===== config.mk =====
export PLATFORM = sky130hd
export DESIGN_NAME = prbs5_history
export DESIGN_NICKNAME = d
export VERILOG_FILES = /design/src/rtl/prbs5_pkg.sv /design/src/rtl/prbs5_history.sv
export SDC_FILE = /design/constraint.sdc
export NUM_CORES = 1
export LEC_CHECK = 0
export CORE_AREA = 8 8 45 47
export CTS_CLUSTER_DIAMETER = 120
export DETAILED_ROUTE_END_ITERATION = 8
export DIE_AREA = 0 0 53 55
export SYNTH_ARGS = -nofsm -noshare
export SYNTH_HDL_FRONTEND = slang
export SYNTH_SLANG_ARGS = --single-unit

===== constraint.sdc =====
create_clock -name clk -period 1.7 [get_ports clk]
set_input_delay 0.17 -clock clk [delete_from_list [all_inputs] [get_ports clk]]
set_output_delay 0.17 -clock clk [all_outputs]
set_load 0.01 [all_outputs]

===== src/rtl/prbs5_pkg.sv =====
// prbs5_pkg: shared state encoding and PRBS5 polynomial constants (x^5+x^2+1).
package prbs5_pkg;
    typedef enum logic [1:0] {FILL, SYNC, LOCKED} state_t;
    localparam int PRBS5_LEN    = 5;
    localparam int TAP_A        = 2;
    localparam int TAP_B        = 4;
    localparam int PRBS5_PERIOD = 31;
endpackage


===== src/rtl/prbs5_history.sv =====
// prbs5_history: 5-bit history of the received stream; predicts the next bit as hist[2]^hist[4].
module prbs5_history
    import prbs5_pkg::*;
(
    input  logic clk,
    input  logic reset,
    input  logic en,
    input  logic sel_pred,
    input  logic din,
    output logic pred,
    output logic hist_zero
);
    logic [PRBS5_LEN-1:0] hist;
    assign pred      = hist[TAP_A] ^ hist[TAP_B];
    assign hist_zero = ~|hist;
    always_ff @(posedge clk or negedge reset)
        if (!reset)
            hist <= '0;
        else if (en)
            hist <= {hist[PRBS5_LEN-2:0], sel_pred ? pred : din};
endmodule


==> results.md <==
- Commonest non-fill, non-tap cells in the layout: dfrtp_1 (5), mux2_1 (4), clkdlybuf4s50_1 (4)
- Pre-CTS setup slack: -0.0107 ns
- Yosys cell types: 9
- CTS tree: yes
- Most area-consuming cells after synthesis: dfrtp_1 (57%), mux2_1 (20%), a211o_1 (4.0%)
- IO buf count: 6
- Regs by FF count: hist (5)
- Setup violators final: 0
- Initial antenna violation count: 0
- Pwr Total: 0.000537 W
- Yosys warns: 0
- Clock sink count: 5
- DIE HEIGHT: 55 um
- Sw frac: a little under a third
- Maximum operating frequency: ~640 MHz
- Total track usage: between 4 and 5%
- Area growth syn-to-layout: 50.6%
- Most common cell after layout, fill and taps aside: dfrtp_1
- Worst-path clk slew: around 0.05 ns
- Cell count after synthesis: 16
- I/O Pins: 7
- Fin nets: 33
- Yosys top cell by area: dfrtp_1
- Yosys top cell area share: 56.8%
- Flop and latch count out of synthesis: 5
- Die area: 0.00292 mm^2
- VDD IR max: ~350 uV
- Seq pwr share: approximately 39%
- Sequential share of the synthesized area: a little under three fifths
- Routed WL per cell: ~12 um
- DRT Pass-1 Iters: 1
- Reg2reg start: hist[2]
- Avg Cell Area, Syn: between 10 and 15 um^2
- Setup slack, reg-to-reg: around 0.68 ns
- Leakage Power: roughly 0.16 nW
- Tmin final: approximately 1.6 ns
- Startpoint Class: flop
- Die width: ~53 um
- Combinational power share: 34.4%
- Worst min path class: input pin to asynchronous set/reset pin
- Gr ovfl total: 0
- Hold Vio Cnt, Final: 0
- CP required: between 1.5 and 2 ns
- Total CTS buffers: 3
- CTS H-tree lvls: 1
- Register-to-Register Path Depth: 3
- Worst setup margin: about 0.14 ns
- Register with the most flip-flops: hist
- Vias/cell: 3.86
- Row cnt: 14
- Worst Setup EP: hist_zero
- Ratio of cells with drive above 1 in the final layout: 18.5%
- Violation count after the first detailed-route iteration: 0
- Crit path arrival time: roughly 1.4 ns
- Status: finished clean
- Fin cells: 43
- Hold_ws: ~0.14 ns
- Worst path max stage delay: between 0.5 and 0.6 ns
- PD cells: 1620 mW/mm^2
- Slew Limit Fails: 0
- Largest register FFs: 5
- CP Depth: 3
- DP Cell Count: 39
- Setup bufs post-CTS: 0
- Vias in the first global route: between 200 and 250
- Fraction of the cycle the final worst path needs: 91.6%
- Post-synth net total: 21
- Sw Pwr: approximately 0.00017 W
- CTS max path bufs: 2
- Clock share of power: around a quarter
- Crit path launch: hist[2]
- Crit-path cells: or4_1 -> nor2_1 -> clkbuf_2
- Power Internal: approximately 0.00037 W
- Total wire length: between 500 and 600 um
- Largest net degree at the start of global routing: 8
- Via count: between 150 and 200
- Max Cap Viol: 0
- Relative slew slack: just over 80%
- Initial core utilization: between 15 and 20%
- Crit-path max FO: 2
- Slew @ Worst Pin: 0.256 ns
- Critical path capture point type: output pin
- Hold Buf Count CTS: 0
- Detailed-route DRC error count: 0
- RSZ-0062 raised after global routing: false
- First-pass GRT wire length: approximately 930 um
- Placeable Area: 0.00138 mm^2
- RR Endpoint: hist[0]
- Mapped cell area: between 200 and 250 um^2
- CP max stage cell: or4_1
- Worst-skew pair later-pin latency: between 0.2 and 0.3 ns
- Critical path class: flop to output pin
- Clock root buffer: clkbuf_4
- Diodes inserted: 0
- Antenna-violating nets left: 0
- CP top delay family: simple AND/OR/NAND/NOR gates
- GP Congestion: 0.705
- Fin area: between 300 and 400 um^2
- DP Area: 308 um^2
- Final Skew: roughly 0.0048 ns
- Buffers plus inverters on the worst setup path: 1
cell usage after synthesis:
master and n:
nor2_1 1, dfrtp_1 5, mux2_1 4, a211o_1 1, and3b_1 1, or4_1 1, xor2_1 1, and2_1 1
nor2b_1 1
worst min path at each step:
stage,end,start,slack [ns]
2_1_floorplan,hist[0],reset,-0.13
3_3_place_gp,hist[0],reset,0.40
3_5_place_dp,hist[0],reset,0.41
4_1_cts,hist[0],reset,0.14
5_1_grt,hist[0],reset,0.14
6_report,hist[0],reset,0.14
logic make-up after synthesis:
logic type	after synthesis	synth area share, %
AOI/OAI and AO/OA	1	3.98
xor gates and xnor gates	1	3.98
DFF	5	56.8
muxes	4	20.5
and+or+nand+nor	5	14.8
layout make-up:
class                      count  area, um^2
clock buffer                   4        26.3
fill                         151        1050
multi-input combinational     11        95.1
sequential                     5         125
tap                           16        20.0
timing repair buffer           7        65.1
power by group through the flow:
| stage | combinational, W | clock, W | sequential [W] |
|---|---|---|---|
| 4_1_cts | 0.000201 | 0.000150 | 0.000210 |
| 3_5_place_dp | 0.000204 | 0 | 0.000210 |
| 2_1_floorplan | 0.0000906 | 0 | 0.000204 |
| 6_report | 0.000185 | 0.000143 | 0.000209 |
| 3_3_place_gp | 0.000194 | 0 | 0.000203 |
| 5_1_grt | 0.000213 | 0.000156 | 0.000220 |
routing by layer:
layer,vias up,wire length (um),GRT usage [%],share of wire (%)
li1,80,-,-,-
met1,73,188,3.53,36
met2,10,215,6.84,41
met3,3,95,3.48,18
met4,0,30,7.76,5.7
met5,-,0,0,0
through the flow:
step / utilization [%] / TNS (ns)
floorplan: - / 0
global placement: 22.2 / 0
detailed placement: 22.2 / -0.0107
CTS: 24.1 / 0
global route: 24.0 / 0
finish: 24.0 / 0
what timing repair did:
action | in CTS | in global routing
endpoints found under the setup margin | 1 | 2
endpoints found under the hold margin | 0 | 0
gates resized for setup | 2 | 2
(Power assumes the default switching activity.)
